[src/rtl/pix_mem_arbiter.sv]
// Pixel memory arbiter: MEM stage (priority) vs display burst reader, with bounded-wait anti-starvation.
// Latency: memory port driven in the grant cycle; read data returns one cycle later to its owner.
// Backpressure: CPU sees cpu_stall until granted; burst requester holds dsp_req until dsp_grant.
module pix_mem_arbiter #(
    parameter int ADDR_W       = 17,
    parameter int DATA_W       = 32,
    parameter int LEN_W        = 10,
    parameter int CPU_MAX_WAIT = 4,
    parameter int DSP_MAX_WAIT = 8
) (
    input  logic              clk,
    input  logic              rst,
    input  logic              cpu_req,
    input  logic              cpu_we,
    input  logic [ADDR_W-1:0] cpu_addr,
    input  logic [DATA_W-1:0] cpu_wdata,
    output logic              cpu_stall,
    output logic [DATA_W-1:0] cpu_rdata,
    output logic              cpu_rvalid,
    input  logic              dsp_req,
    input  logic [ADDR_W-1:0] dsp_addr,
    input  logic [LEN_W-1:0]  dsp_len,
    output logic              dsp_grant,
    output logic [DATA_W-1:0] dsp_rdata,
    output logic              dsp_rvalid,
    output logic              dsp_done,
    output logic              mem_en,
    output logic              mem_we,
    output logic [ADDR_W-1:0] mem_addr,
    output logic [DATA_W-1:0] mem_wdata,
    input  logic [DATA_W-1:0] mem_rdata
);

    localparam int CW_W = $clog2(CPU_MAX_WAIT + 1);
    localparam int DW_W = $clog2(DSP_MAX_WAIT + 1);

    typedef enum logic [1:0] {
        IDLE  = 2'd0,
        BURST = 2'd1,
        DONE0 = 2'd2
    } state_t;

    state_t            state;
    state_t            state_nxt;
    logic [CW_W-1:0]   cpu_wait;
    logic [DW_W-1:0]   dsp_wait;
    logic [ADDR_W-1:0] cur_addr;
    logic [LEN_W-1:0]  remaining;
    logic              rd_vld;
    logic              rd_dsp;
    logic              rd_last;
    logic              cpu_gnt;
    logic              beat;
    logic              dsp_take;

    always_comb begin
        state_nxt = state;
        cpu_gnt   = 1'b0;
        dsp_grant = 1'b0;
        beat      = 1'b0;
        dsp_take  = dsp_req && (!cpu_req || dsp_wait == DW_W'(DSP_MAX_WAIT));
        case (state)
            IDLE: begin
                if (dsp_take) begin
                    dsp_grant = 1'b1;
                    state_nxt = (dsp_len != '0) ? BURST : DONE0;
                end else begin
                    cpu_gnt = cpu_req;
                end
            end
            BURST: begin
                // A CPU that has waited its full budget steals one slot; the burst simply pauses.
                if (cpu_req && cpu_wait == CW_W'(CPU_MAX_WAIT)) begin
                    cpu_gnt = 1'b1;
                end else begin
                    beat = 1'b1;
                    if (remaining == LEN_W'(1)) begin
                        state_nxt = IDLE;
                    end
                end
            end
            DONE0: begin
                cpu_gnt   = cpu_req;
                state_nxt = IDLE;
            end
            default: state_nxt = IDLE;
        endcase
    end

    always_comb begin
        mem_en    = cpu_gnt | beat;
        mem_we    = cpu_gnt & cpu_we;
        mem_addr  = '0;
        mem_wdata = '0;
        if (cpu_gnt) begin
            mem_addr = cpu_addr;
            if (cpu_we) begin
                mem_wdata = cpu_wdata;
            end
        end else if (beat) begin
            mem_addr = cur_addr;
        end
    end

    assign cpu_stall  = cpu_req & ~cpu_gnt;
    assign cpu_rvalid = rd_vld & ~rd_dsp;
    assign dsp_rvalid = rd_vld & rd_dsp;
    assign cpu_rdata  = cpu_rvalid ? mem_rdata : '0;
    assign dsp_rdata  = dsp_rvalid ? mem_rdata : '0;
    assign dsp_done   = (dsp_rvalid & rd_last) | (state == DONE0);

    always_ff @(posedge clk) begin
        if (rst) begin
            state     <= IDLE;
            cpu_wait  <= '0;
            dsp_wait  <= '0;
            cur_addr  <= '0;
            remaining <= '0;
            rd_vld    <= 1'b0;
            rd_dsp    <= 1'b0;
            rd_last   <= 1'b0;
        end else begin
            state   <= state_nxt;
            rd_vld  <= (cpu_gnt & ~cpu_we) | beat;
            rd_dsp  <= beat;
            rd_last <= beat && remaining == LEN_W'(1);

            if (dsp_grant) begin
                cur_addr  <= dsp_addr;
                remaining <= dsp_len;
            end else if (beat) begin
                cur_addr  <= cur_addr + 1'b1;
                remaining <= remaining - 1'b1;
            end

            if (!cpu_req || cpu_gnt) begin
                cpu_wait <= '0;
            end else if (cpu_wait != CW_W'(CPU_MAX_WAIT)) begin
                cpu_wait <= cpu_wait + 1'b1;
            end

            // Only refusals while IDLE count against the burst requester.
            if (!dsp_req || dsp_grant) begin
                dsp_wait <= '0;
            end else if (state == IDLE && dsp_wait != DW_W'(DSP_MAX_WAIT)) begin
                dsp_wait <= dsp_wait + 1'b1;
            end
        end
    end

endmodule

[config.mk]
export PLATFORM = sky130hd
export DESIGN_NAME = pix_mem_arbiter
export DESIGN_NICKNAME = d
export VERILOG_FILES = /design/src/rtl/pix_mem_arbiter.sv
export SDC_FILE = /design/constraint.sdc
export NUM_CORES = 1
export LEC_CHECK = 0
export ABC_AREA = 1
export CELL_PAD_IN_SITES_DETAIL_PLACEMENT = 2
export CELL_PAD_IN_SITES_GLOBAL_PLACEMENT = 2
export CORE_MARGIN = 3
export CORE_UTILIZATION = 14
export DETAILED_ROUTE_END_ITERATION = 10
export PLACE_DENSITY = 0.84
export SYNTH_ARGS = -nofsm -noshare
export SYNTH_HDL_FRONTEND = slang
export SYNTH_SLANG_ARGS = --single-unit
[constraint.sdc]
create_clock -name clk -period 1.52 [get_ports clk]
set_input_delay 0.228 -clock clk [delete_from_list [all_inputs] [get_ports clk]]
set_output_delay 0.228 -clock clk [all_outputs]
set_load 0.03 [all_outputs]
* Word-level counts from Yosys, hierarchy flattened
Index checks and enable logic that the tools add are counted.
Storage, ports and cells: register bits after elaboration 39, latch bits 0, RAM bits 0, bits in read-only memories 0, bits of input ports 113, output and inout bits 120, word-level logic and storage cells 71, memories 0
Operators by class: add/subtract/negate cells 4, multipliers 0, div/mod/pow operators 0, magnitude comparators 0, equal/unequal tests 10, shift-type cells 0, multiplexer cells 22, bitwise logic cells 12, reductions and logical operators 15
Operator list (count):
- 32-bit two-way mux | 4
- 17-bit two-way mux | 4
- 10-bit two-way mux | 2
- 17-bit by 1-bit adder with 17-bit output, second input constant | 1
- 10-bit by 1-bit equality test with 1-bit output, second input constant | 1
- 10-bit nonzero test | 1
- 10-bit by 1-bit subtractor with 10-bit output, second input constant | 1
- 2-bit two-way mux | 4
- 1-bit bitwise AND | 6
- 1-bit two-way mux | 6
- 2-bit != test, second input constant | 3
- 4-bit by 1-bit adder with 4-bit output, second input constant | 1
- 4-bit equality test, second input constant | 1
- 1-bit logical AND | 4
- 4-bit != test, second input constant | 1
- 2-bit one-hot mux with 2 select lines | 1
- 2-bit OR reduction | 2
- 3-bit by 1-bit adder with 3-bit output, second input constant | 1
- 3-bit equality test, second input constant | 1
- 1-bit logical OR | 3
- 3-bit != test, second input constant | 1
- 1-bit NOT | 3
- 1-bit bitwise OR | 3
- 1-bit one-hot mux with 3 select lines | 1
- 6 further kinds | 7

* Longest topological paths before layout
Gate-level depths: netlist of the first run.
depth after elaboration 7, depth in mapped cells 11, gate-level depth less buffers 11

* Worst setup path before layout of the first run
No wires, ideal clock.
kind flip-flop to output port, start register cpu_wait[0], end output mem_addr[10], arrival 1.695 ns, path slack -0.403 ns, cell stages (with the launch flop) 7, buffers on the path 1, path through dfxtp_1 > inv_1 > ha_1 > nand3_4 > nand2_8 > clkbuf_1 > o21ai_0
On the way: cells in the longest elaborated chain, start to end 6
RTL lines:
- start, declared | RTL line 45 | logic [CW_W-1:0] cpu_wait;
- start signal, assigned | RTL line 139 | cpu_wait <= cpu_wait + 1'b1;
- 3-bit equality test * | RTL line 73 | if (cpu_req && cpu_wait == CW_W'(CPU_MAX_WAIT)) begin
- 1-bit logical AND * | RTL line 73
- 1-bit two-way mux | RTL line 73
- 1-bit two-way mux | RTL line 62 | case (state)
- 17-bit two-way mux | RTL line 100 | end else if (beat) begin
- 17-bit two-way mux * | RTL line 95 | if (cpu_gnt) begin
- end, declared | RTL line 29 | output logic [ADDR_W-1:0] mem_addr,
Mark *: on every way between the ends. The rest lies on a longest branch, timed or not.

* Worst setup path in the final report of the first run
start register cpu_wait[1], end output mem_addr[12]
The elaborated chain is that of the path after synthesis.

==> results of run 1 <==
==> sequential cells by signal, indices dropped and copies added (netlist names) <==
register and flops:
rd_dsp 1, cur_addr 17, dsp_wait 4, remaining 10, rd_last 1, cpu_wait 3, state 2, rd_vld 1
==> cells in the mapped netlist <==
master / count
nand4_1: 7
nand3_2: 2
nor3_1: 7
nand2_8: 1
o21a_1: 1
nand2_2: 3
nor2_1: 133
clkbuf_1: 12
a21oi_1: 17
nand3b_1: 1
inv_2: 5
nand3_1: 53
buf_2: 3
nand2_4: 1
buf_6: 7
buf_4: 3
xnor2_1: 1
or2_2: 1
o211ai_1: 3
o22ai_1: 1
nand3_4: 2
a31oi_1: 3
o21ai_1: 4
nor2_4: 2
nor2_8: 2
nor3_2: 1
dfxtp_1: 39
ha_1: 7
nor2_2: 3
xor2_1: 4
inv_1: 83
nand2_1: 156
o21ai_0: 30
inv_4: 1
==> final cells by class <==
type,instances,area (um^2),area share (%)
Timing Repair Buffer,333,3660,42.7
Multi-Input combinational cell,446,3120,36.4
Sequential cell,39,802,9.34
Tap cell,319,399,4.65
Inverter,89,374,4.36
Clock buffer,6,139,1.62
Timing Repair inverter,3,52.6,0.612
Clock inverter,2,35.0,0.408
==> critical path, cell delays in order (launching register included) <==
cell and delay, ps:
dfxtp_2 330, inv_2 70, ha_4 150, nand3_4 90
nor3_4 220, nor2_4 80, nand2_8 100, buf_8 150
nand2_1 110, o21ai_4 80, buf_6 150
==> worst max path at each step <==
stage / endpoint / start / slack [ps] / cells after the start
floorplan: mem_wdata[10] / cpu_wait[0] / -80 / 9
global placement: mem_wdata[0] / cpu_req / -590 / 9
detailed placement: mem_wdata[1] / cpu_req / -650 / 9
CTS: mem_addr[12] / cpu_wait[1] / -520 / 10
global route: mem_addr[12] / cpu_wait[1] / -620 / 10
finish: mem_addr[12] / cpu_wait[1] / -550 / 10
==> where the power goes <==
part / internal [mW] / total [mW] / switching (mW)
sequential: 1.09 / 1.16 / 0.0749
combinational: 1.13 / 2.45 / 1.33
clock: 0.818 / 1.30 / 0.479
total: 3.04 / 4.92 / 1.88
==> cell usage in the layout (no fill, tap or decap), types with 5 or more instances in the layout <==
cell type / count
clkdlybuf4s50_1: 112
buf_4: 91
nor2_4: 74
buf_12: 36
buf_6: 86
nand3_4: 6
ha_1: 5
nand4_1: 7
o21ai_4: 13
dfxtp_2: 5
o21ai_0: 12
clkbuf_16: 6
inv_1: 70
nor2_1: 58
inv_2: 12
nand3_2: 11
dfxtp_1: 30
nand3_1: 40
o21ai_1: 5
nand2_1: 130
nor2_2: 6
nor3_1: 5
nand2_4: 6
a21oi_2: 13
nand2_2: 21
==> cells by family (layout without fill, tap and decap cells) <==
group	after synthesis	count (layout)	synth area share [%]
fa+ha+maj	7	7	2.61
simple gates	375	375	48.8
buf+inv	114	433	14.8
xor+xnor	5	5	1.30
compound gates	59	59	9.24
flops	39	39	23.2
==> routing by layer <==
layer	wire length (um)	track usage, %
met2	14100	33.8
met3	1640	4.05
met4	554	3.05
met1	9230	18.8
met5	26	0
==> timing repair <==
action | CTS | global route
setup endpoints to repair | 109 | 147
buffers inserted | 9 | 17
cloned | 6 | 1
pin swaps | 6 | 22
gates resized for setup | 114 | 105
==> metrics.yaml, run 1 <==
hold_slack_ps: 510
first_global_vias: 5700
violations: "negative setup slack"
placed_cells: 1196
worst_hold_path.endpoint: "remaining[7]"
power.leakage_nw: 3.63
skew_ps: 9.15
fin_ws_ps: -551
insertion_delay_ps: 300
synth_top_cell_by_area: "dfxtp_1"
fmax_mhz: 483
synth_cells: 599
cp-start-kind: "register"
fillerInstances: 2617
ys_seq_elements: 39
finalCoreUtilization_pct: 36.5
outcome: "finished, violations left"
yosysUniqueCellTypes: 34
post_drt_via_cell_ratio: 4.25
wl_mm: 25.5
grt_antenna_before_repair: 3
grt_usage_pct: 17.2
diodes: 0
hp-class: "reg2reg"
ir_drop_uv: 438
wire_per_inst_um: 20.6
tightest_slew_ps: 294
finalSetupViolCount: 123
drc_errors: 0
r2r-start: "cpu_wait[1]"
rr_worst_depth: 12
start_util_pct: 14.3
r2r-end: "remaining[2]"
r2r_setup_slack_ps: -470
drv_slew: 0
min_path_cells: 2
min_from: "remaining[7]"
die_h_um: 161
avgSynthCellArea_um2: 5.61
finalHoldViolations: 0
seq_area_frac_synth_pct: 23.2
cts-htree-levels: 2
crit_fanout: 10
path_class: "reg2out"
portBuffers: 232
rsz0062_at_grt: "yes"
clk_pin_slew_worst_paths_ps: 70
cts.sinks: 39
syn_area_mm2: 0.00336
worstPathArrival_ps: 1840
worstPathRequired_ps: 1290
coreArea_mm2: 0.0235
drtIter0Drc: 188
die_area_mm2: 0.0259
fin_crit_sh_pct: 136
route.vias.total: 5259
grt_pass1_wl_mm: 34.8
cap_viol_max_count: 0
io_pins: 233
cts_tree: "built"
yosysTopAreaCellShare_pct: 23.2
syn_to_final_growth_pct: 155
fin_nets: 1037
final_cells: 1237
finalPower_mw: 4.92
rows: 56
p_per_area_mw_per_mm2: 573
placed_area_mm2: 0.00727
firstDrtPassIters: 4
finalSetupTns_ps: -38130
syn_nets: 719
routabilityCongestion: 0.823
hold_buffers: 0
cts.path.max_buffers: 2
fin_crit_ps: 2070
synthTopCellsByArea: "dfxtp_1 23%, nand2_1 17%, nor2_1 15%, inv_1 9.3%, nand3_1 7.9%"
slew_headroom_pct: 80.2
grt-ovfl-total: 0
drive_gt1_share_pct: 46.6
fin_area_mm2: 0.00858
dp_worst_setup_slack_ps: -650
clockRootBuffer: "clkbuf_16"
grt_max_degree: 35
end_kind: "output port"
die_w_um: 161
synth_warnings: 0
antenna_left: 0
cts_buffers: 5
place_hpwl_mm: 17.9
Note: power is estimated with default switching activity, not from simulation.
==> run 2: changes to the inputs <==
==> constraint.sdc (replaced) <==
create_clock -name clk -period 1.52 [get_ports clk]
set_input_delay 0.152 -clock clk [delete_from_list [all_inputs] [get_ports clk]]
set_output_delay 0.152 -clock clk [all_outputs]
set_load 0.03 [all_outputs]
==> run 2 against run 1 <==
  * The flow still finishes with violations (negative setup slack)
  * Global-route usage fell by 1.1 points
  * Setup slack improved by 22 ps
  * Critical endpoint is now mem_wdata[30]
  * Largest cell class unchanged
  * Sequential power hardly changed
  * Clock-buffer cell count is 1 lower
  * Sequential share of layout area grew 0.52 points
  * Highest routed layer unchanged
  * Largest power group unchanged
==> metrics.yaml, run 2 (same netlist as run 1, synthesis figures left out) <==
ir_drop_uv: 361  # was 438 uV
fin_crit_ps: 2050  # was 2070 ps
fin_ws_ps: -529  # was -551 ps
fin_nets: 1023  # was 1037
drc_errors: 0  # unchanged
routabilityCongestion: 0.794  # was 0.823
outcome: "finished, violations left"  # unchanged
r2r-start: "state[0]"  # was cpu_wait[1]
first_global_vias: 5657  # was 5700
grt_usage_pct: 16.1  # was 17.2%
fin_crit_sh_pct: 135  # was 136%
cts_tree: "built"  # unchanged
r2r_setup_slack_ps: -270  # was -470 ps
p_per_area_mw_per_mm2: 588  # was 573 mW/mm^2
path_cells: "clkdlybuf4s50_1, buf_12, inv_2, nor3_1, nor2_2, nand2_4, inv_6, bufbuf_16, nor2_4, buf_6"  # was inv_2, ha_4, nand3_4, nor3_4, nor2_4, nand2_8, buf_8, nand2_1, o21ai_4, buf_6
worstPathRequired_ps: 1370  # was 1290 ps
skew_ps: 5.15  # was 9.15 ps
largest_reg_flops: 17  # unchanged
io_pins: 233  # unchanged
largest-register: "cur_addr"  # unchanged
crit_fanout: 6  # was 10
finalPower_mw: 4.70  # was 4.92 mW
final_common_cell: "nand2_1"  # unchanged
grt_antenna_before_repair: 2  # was 3
portBuffers: 232  # unchanged
violations: "negative setup slack"  # unchanged
antenna_left: 0  # unchanged
hold_buffers: 0  # unchanged
slew_headroom_pct: 77.1  # was 80.2%
finalHoldViolations: 0  # unchanged
rr_worst_depth: 13  # was 12
hp-class: "in2reg"  # was reg2reg
end_kind: "output port"  # unchanged
start_util_pct: 14.3  # unchanged
syn_to_final_growth_pct: 138  # was 155%
cts_buffers: 5  # unchanged
grt-ovfl-total: 0  # unchanged
min_from: "dsp_addr[2]"  # was remaining[7]
r2r-end: "cur_addr[7]"  # was remaining[2]
die_area_mm2: 0.0259  # unchanged
rsz0062_at_grt: "yes"  # unchanged
worst_hold_path.endpoint: "cur_addr[2]"  # was remaining[7]
finalCoreUtilization_pct: 34.0  # was 36.5%
wl_mm: 23.1  # was 25.5 mm
die_h_um: 161  # unchanged
clockRootBuffer: "clkbuf_16"  # unchanged
cts.path.max_buffers: 2  # unchanged
dp_worst_setup_slack_ps: -394  # was -650 ps
min_path_cells: 3  # was 2
wire_per_inst_um: 18.8  # was 20.6 um
fmax_mhz: 488  # was 483 MHz
coreArea_mm2: 0.0235  # unchanged
insertion_delay_ps: 300  # about the same
cap_viol_max_count: 0  # unchanged
grt_pass1_wl_mm: 33.1  # was 34.8 mm
drtIter0Drc: 205  # was 188
power.leakage_nw: 3.46  # was 3.63 nW
rows: 56  # unchanged
place_hpwl_mm: 16.8  # was 17.9 mm
worstPathArrival_ps: 1900  # was 1840 ps
grt_max_degree: 35  # unchanged
cp-start-kind: "input port"  # was register
cpPeakStageDelay_ps: 500  # was 330 ps
tightest_slew_ps: 342  # was 294 ps
drive_gt1_share_pct: 42.4  # was 46.6%
most-common-layout-cells: "138 x nand2_1, 112 x clkdlybuf4s50_1, 96 x buf_4"  # was 130 x nand2_1, 112 x clkdlybuf4s50_1, 91 x buf_4
cts.sinks: 39  # unchanged
finalSetupViolCount: 120  # was 123
cts-htree-levels: 2  # unchanged
slowest_stage: "clkdlybuf4s50_1"  # was dfxtp_2
clk_pin_slew_worst_paths_ps: 60  # was 70 ps
route.vias.total: 5161  # was 5259
drv_slew: 0  # unchanged
post_drt_via_cell_ratio: 4.22  # was 4.25
path_class: "in2out"  # was reg2out
firstDrtPassIters: 4  # unchanged
die_w_um: 161  # unchanged
top_regs: "cur_addr: 17 flops, remaining: 10 flops, dsp_wait: 4 flops"  # unchanged
## run 2: cell types whose count changed in the layout (fill, tap and decap cells not counted), moves of 5 or more
| cell | delta |
|---|---|
| nand2_2 | -5 |
| o21ai_2 | +12 |
| buf_12 | -10 |
| nor2_1 | +5 |
| nand3_1 | +10 |
| o21ai_4 | -13 |
| nor2_4 | -6 |
| nand3_2 | -10 |
| buf_6 | -5 |
| buf_4 | +5 |
| nand2_1 | +8 |
## run 2: metal layers
metal  global-route usage (%)  share of wire (%)  wire (um)  vias up
met4                     2.58                1.7        386        2
met1                     18.0                 39       8930     2500
li1                         -                  -          -     2457
met3                     3.84                6.0       1380       27
met5                        0              0.056         13        -
met2                     31.2                 54      12300      175
## run 2: worst max-delay path by stage
stage / from / endpoint / cells after the start
finish: cpu_req / mem_wdata[30] / 10
global route: cpu_req / mem_wdata[25] / 10
CTS: cpu_wait[1] / mem_wdata[22] / 10
detailed placement: cpu_req / mem_addr[4] / 10
global placement: cpu_req / mem_addr[6] / 10
floorplan: rd_vld / cpu_rdata[10] / 5
## run 2: metrics by stage
step	cell area, um^2	std cells	TNS [ps]	hold WS [ps]
floorplan	3790	599	-913	278
global placement	6800	1187	-22680	469
global route	8000	1223	-38350	430
CTS	7410	1208	-22940	437
detailed placement	6800	1187	-25930	486
finish	8010	1224	-30060	431
## run 2: cell type report
class                      count  area, um^2
clock buffer                   5         125
fill                        2700       15500
antenna                        1        2.50
multi-input combinational    446        2850
timing repair buffer         322        3440
tap                          319         399
sequential                    39         790
clock inverter                 3        43.8
inverter                      89         360
## run 2: power breakdown
| part | switching, mW | total, mW | internal, mW |
|---|---|---|---|
| logic | 1.21 | 2.27 | 1.06 |
| registers | 0.0673 | 1.16 | 1.09 |
| clock network | 0.495 | 1.27 | 0.776 |
| total | 1.77 | 4.70 | 2.93 |
## run 2: critical path: cells and delay by family
kind	cells	cell delay, ps
buffers and inverters	6	1170
AND/OR/NAND/NOR	4	560
## run 2: what timing repair did
| action | in CTS | in global routing |
|---|---|---|
| setup endpoints to repair | 115 | 127 |
| gates resized for setup | 84 | 116 |
| pin swaps | 8 | 8 |
| cloned | 2 | 3 |
| buffers inserted | 12 | 12 |
==> variant 1 (settings of run 2) <==
`CPU_MAX_WAIT`: 4 -> 8.
--- a/src/rtl/pix_mem_arbiter.sv
+++ b/src/rtl/pix_mem_arbiter.sv
@@ -6,5 +6,5 @@
     parameter int DATA_W       = 32,
     parameter int LEN_W        = 10,
-    parameter int CPU_MAX_WAIT = 4,
+    parameter int CPU_MAX_WAIT = 8,
     parameter int DSP_MAX_WAIT = 8
 ) (
Check against the original RTL: not equivalent (Yosys sat finds a counterexample within 10 cycles, from zero or initial values and one cycle with rst high).
==> variant 1 against run 2 <==
  * The flow still finishes with violations (setup timing)
  * First-iteration DRC count shrank 17%
  * Wire length up 0.26%
  * Area after synthesis up 0.11%
  * Power is 1.4% lower
  * Worst setup slack gained 49 ps
  * Largest power group unchanged
  * Sequential cell count is 1 higher
  * Cell count grew 1.6%
  * Design area up 1.2%
  * Combinational power is 2% higher
  * Highest routed layer unchanged
==> variant 1: results <==
[critical_path]
critPathMaxFanout = 8
r2r_setup_slack_ps = -380
arrival_ps = 1850

[place]
dpl_cell_area_um2 = 6990
dpl_worst_slack_ps = -412
dp_hpwl_um = 16800
gp_congestion = 0.772
dp.cells = 1202

[global_route]
grt_pass1_vias = 5767
grt_pass1_wl_um = 33700
use_met1_pct = 17.9
grtUsageMet3_pct = 3.64
grt_usage_pct = 16.4
grt_use_met2_pct = 32.7

[logic_synthesis]
synth_seq_area_share_pct = 23.8
async_reset_ff_share_pct = 0
synth.area.top_cells = dfxtp_1 24%, nand2_1 17%, nor2_1 16%
ys_top_cells_by_count = 153 x nand2_1, 144 x nor2_1, 84 x inv_1, 48 x nand3_1, 40 x dfxtp_1

[layout]
drive_gt1_share_pct = 43.3
diodes = 0
reg.largest.list = cur_addr (17), remaining (10)
fillers = 2704
nets = 1043

[pwr]
ir_drop_v = 0.000403
leakage_nw = 3.67

[drt]
first_iter_violations = 171
wl_um = 23100
wire_per_inst_um = 18.6
vias = 5209

[sta]
setup_viol = 88
setup_slack_ps = -480
tightestPinTransition_ps = 315
final.setup.tns_ps = -30860
slew_violations = 0
holdWs_ps = 447
skew_ps = 7.21

[outcome]
violations = setup timing
outcome = finished, violations left
## variant 1: layer usage
layer	part of all wire, %	up-vias
li1	-	2483
met1	38	2509
met2	55	189
met3	5.8	24
met4	1.6	4
met5	0.12	-
## variant 1: final cells by class
type                    count  area [um2]  area share, %
clock buffers               7         143           1.76
inverters                  91         374           4.62
flip-flops and latches     40         816           10.1
clock inverters             1        7.51         0.0926
well taps                 319         399           4.93
repair buffers            341        3540           43.6
multi-input cells         444        2830           34.9
## variant 1: final timing paths
kind           startpoint      endpoint  cells after the start
min reg2reg   dsp_wait[2]   dsp_wait[2]                      2
max           cpu_wait[0]  mem_wdata[6]                     10
min          dsp_addr[13]  cur_addr[13]                      3
max reg2reg   cpu_wait[0]   cur_addr[4]                     13
## variant 1: cell families after synthesis
kind of cell             share of synthesized area [%]
AO/OA/AOI/OAI                                     8.74
XOR/XNOR                                          2.86
adder cells (fa/ha/maj)                           2.60
buffers and inverters                             15.2
flip-flops                                        23.8
AND/OR/NAND/NOR                                   46.8
## variant 1: critical path, cell delays in order (launching register included)
cell and delay [ps]:
dfxtp_2 330, inv_2 70, ha_4 140, nand4_1 130, nor2_2 180, nor2_2 60
nand2_4 130, inv_6 90, clkbuf_16 170, nor2_4 100, buf_6 140
## variant 1: where the power goes
part | total, mW | switching, mW | internal (mW)
Clock | 1.14 | 0.486 | 0.656
Sequential | 1.19 | 0.0686 | 1.12
Combinational | 2.31 | 1.22 | 1.09
Total | 4.64 | 1.77 | 2.86
## variant 1: timing repair
| item | 4_1_cts | 5_1_grt |
|---|---|---|
| setup endpoints to repair | 98 | 158 |
| cloned | 1 | 5 |
| resized for setup | 132 | 47 |
| setup buffers | 23 | 15 |
| pin swaps | 17 | 12 |
==> variant 2 (settings of run 2) <==
Made on the original files. Make the reset (`rst`) asynchronous in one clocked block.
--- a/src/rtl/pix_mem_arbiter.sv
+++ b/src/rtl/pix_mem_arbiter.sv
@@ -110,5 +110,5 @@
     assign dsp_done   = (dsp_rvalid & rd_last) | (state == DONE0);
 
-    always_ff @(posedge clk) begin
+    always_ff @(posedge clk or posedge rst) begin
         if (rst) begin
             state     <= IDLE;
Behaviour: differs if rst is asserted again (counterexample within 4 cycles, from zero or initial values and one cycle with rst high); with rst held inactive, the same outputs for 10 cycles.
==> variant 2 against run 2 <==
  * First-iteration DRC count fell by 25%
  * Clock skew is essentially flat
  * Wire length is 2.9% higher
  * Die area down 1.2%
  * Sequential cell count unchanged
  * Area after synthesis shrank 1.3%
  * The flow still finishes with violations (setup timing)
  * Worst setup slack worse by 88 ps
  * Critical endpoint is now mem_wdata[16]
  * Core utilization up 4.8 points
  * Design area up 11%
Power is not compared: it rests on default switching activity, and its combinational part moved more than twofold at a synthesized area within 25%.
==> variant 2: results <==
[outcome]
outcome = finished, violations left
violations = setup timing

[drt]
first_iter_violations = 153
wire_per_inst_um = 19.4
wl_um = 23700
wl_met1_um = 8710
vias = 5140
highest_layer = met4
wl_met3_um = 1270
met2WireLength_um = 13300

[place]
dpl_worst_slack_ps = -440
gp_congestion = 0.778
dp_hpwl_um = 15600
dp.cells = 1169

[global_route]
grt_usage_pct = 17.0
grt_use_met2_pct = 34.2
grt_pass1_wl_um = 34800
grt_max_degree = 40
grt_pass1_vias = 5777
use_met1_pct = 17.9
antenna_found_initial = 0
grtUsageMet3_pct = 3.61

[critical_path]
r2r-end = dsp_wait[1]
arrival_ps = 1980
worstRegToRegCells = 16
slowest_delay_ps = 370
critPathMaxFanout = 6
r2r_setup_slack_ps = -530
reg2reg_from = dsp_wait[1]
critPathSlowestCell = dfrtp_1

[layout]
nets = 1031
drive_gt1_share_pct = 49.8
diodes = 0

[logic_synthesis]
async_reset_ff_share_pct = 100
ys_types = 27
synth_fp_nets = 693
synth_warnings = 0
synth_seq_area_share_pct = 29.4
synthCells = 573
synth_top_flop_cell = dfrtp_1
ys_top_cells_by_count = 185 x nand2_1, 133 x nor2_1, 74 x inv_1, 55 x nand3_1, 39 x dfrtp_1
synth.area.top_cells = dfrtp_1 29%, nand2_1 21%, nor2_1 15%

[sta]
skew_ps = 5.59
setup_viol = 129
tightestPinTransition_ps = 349
setup_slack_ps = -617
holdWs_ps = 223

[pwr]
p_clk_mw = 1.10
leakage_nw = 4.06

[worst_hold_path]
min_path_type = in2async
[variant 2: timing repair]
| action | 4_1_cts | 5_1_grt |
|---|---|---|
| pin swaps | 15 | 12 |
| buffers inserted | 24 | 17 |
| endpoints found under the setup margin | 125 | 154 |
| cloned | 8 | 2 |
| hold buffers | 0 | 0 |
| resized for setup | 250 | 124 |
[variant 2: final cells by class]
type | count | area (um2)
fillers | 2532 | 14100
repair buffers | 356 | 3970
multi-input cells | 432 | 3110
flip-flops and latches | 39 | 978
well taps | 313 | 392
inverters | 77 | 310
clock buffers | 6 | 139
clock inverters | 1 | 5.00
[variant 2: worst max path at each step]
stage	depth (start not counted)	from	to	slack, ps
6_report	12	dsp_wait[1]	mem_wdata[16]	-620
5_1_grt	12	dsp_wait[1]	mem_wdata[16]	-700
4_1_cts	12	dsp_wait[0]	mem_addr[11]	-550
3_5_place_dp	8	cpu_req	mem_wdata[5]	-440
3_3_place_gp	8	cpu_req	mem_wdata[4]	-370
2_1_floorplan	11	dsp_wait[0]	mem_addr[10]	-130
[variant 2: per-stage QoR]
step	setup TNS, ps	power, mW	area (um2)
final	-53060	13.0	8910
after global placement	-25430	8.95	6820
after detailed placement	-30530	9.23	6820
after global routing	-63110	13.8	8910
after CTS	-40060	12.1	8290
after floorplan	-7710	6.05	3850
[variant 2: kinds of logic (layout without fill, tap and decap cells)]
family                   Yosys count  after routing  share of synthesized area (%)
AND/OR/NAND/NOR                  392            392                           48.2
buffers and inverters            102            440                           13.2
flip-flops                        39             39                           29.4
AO/OA/AOI/OAI                     27             27                           5.02
adder cells (fa/ha/maj)            7              7                           2.64
XOR/XNOR                           6              6                           1.58
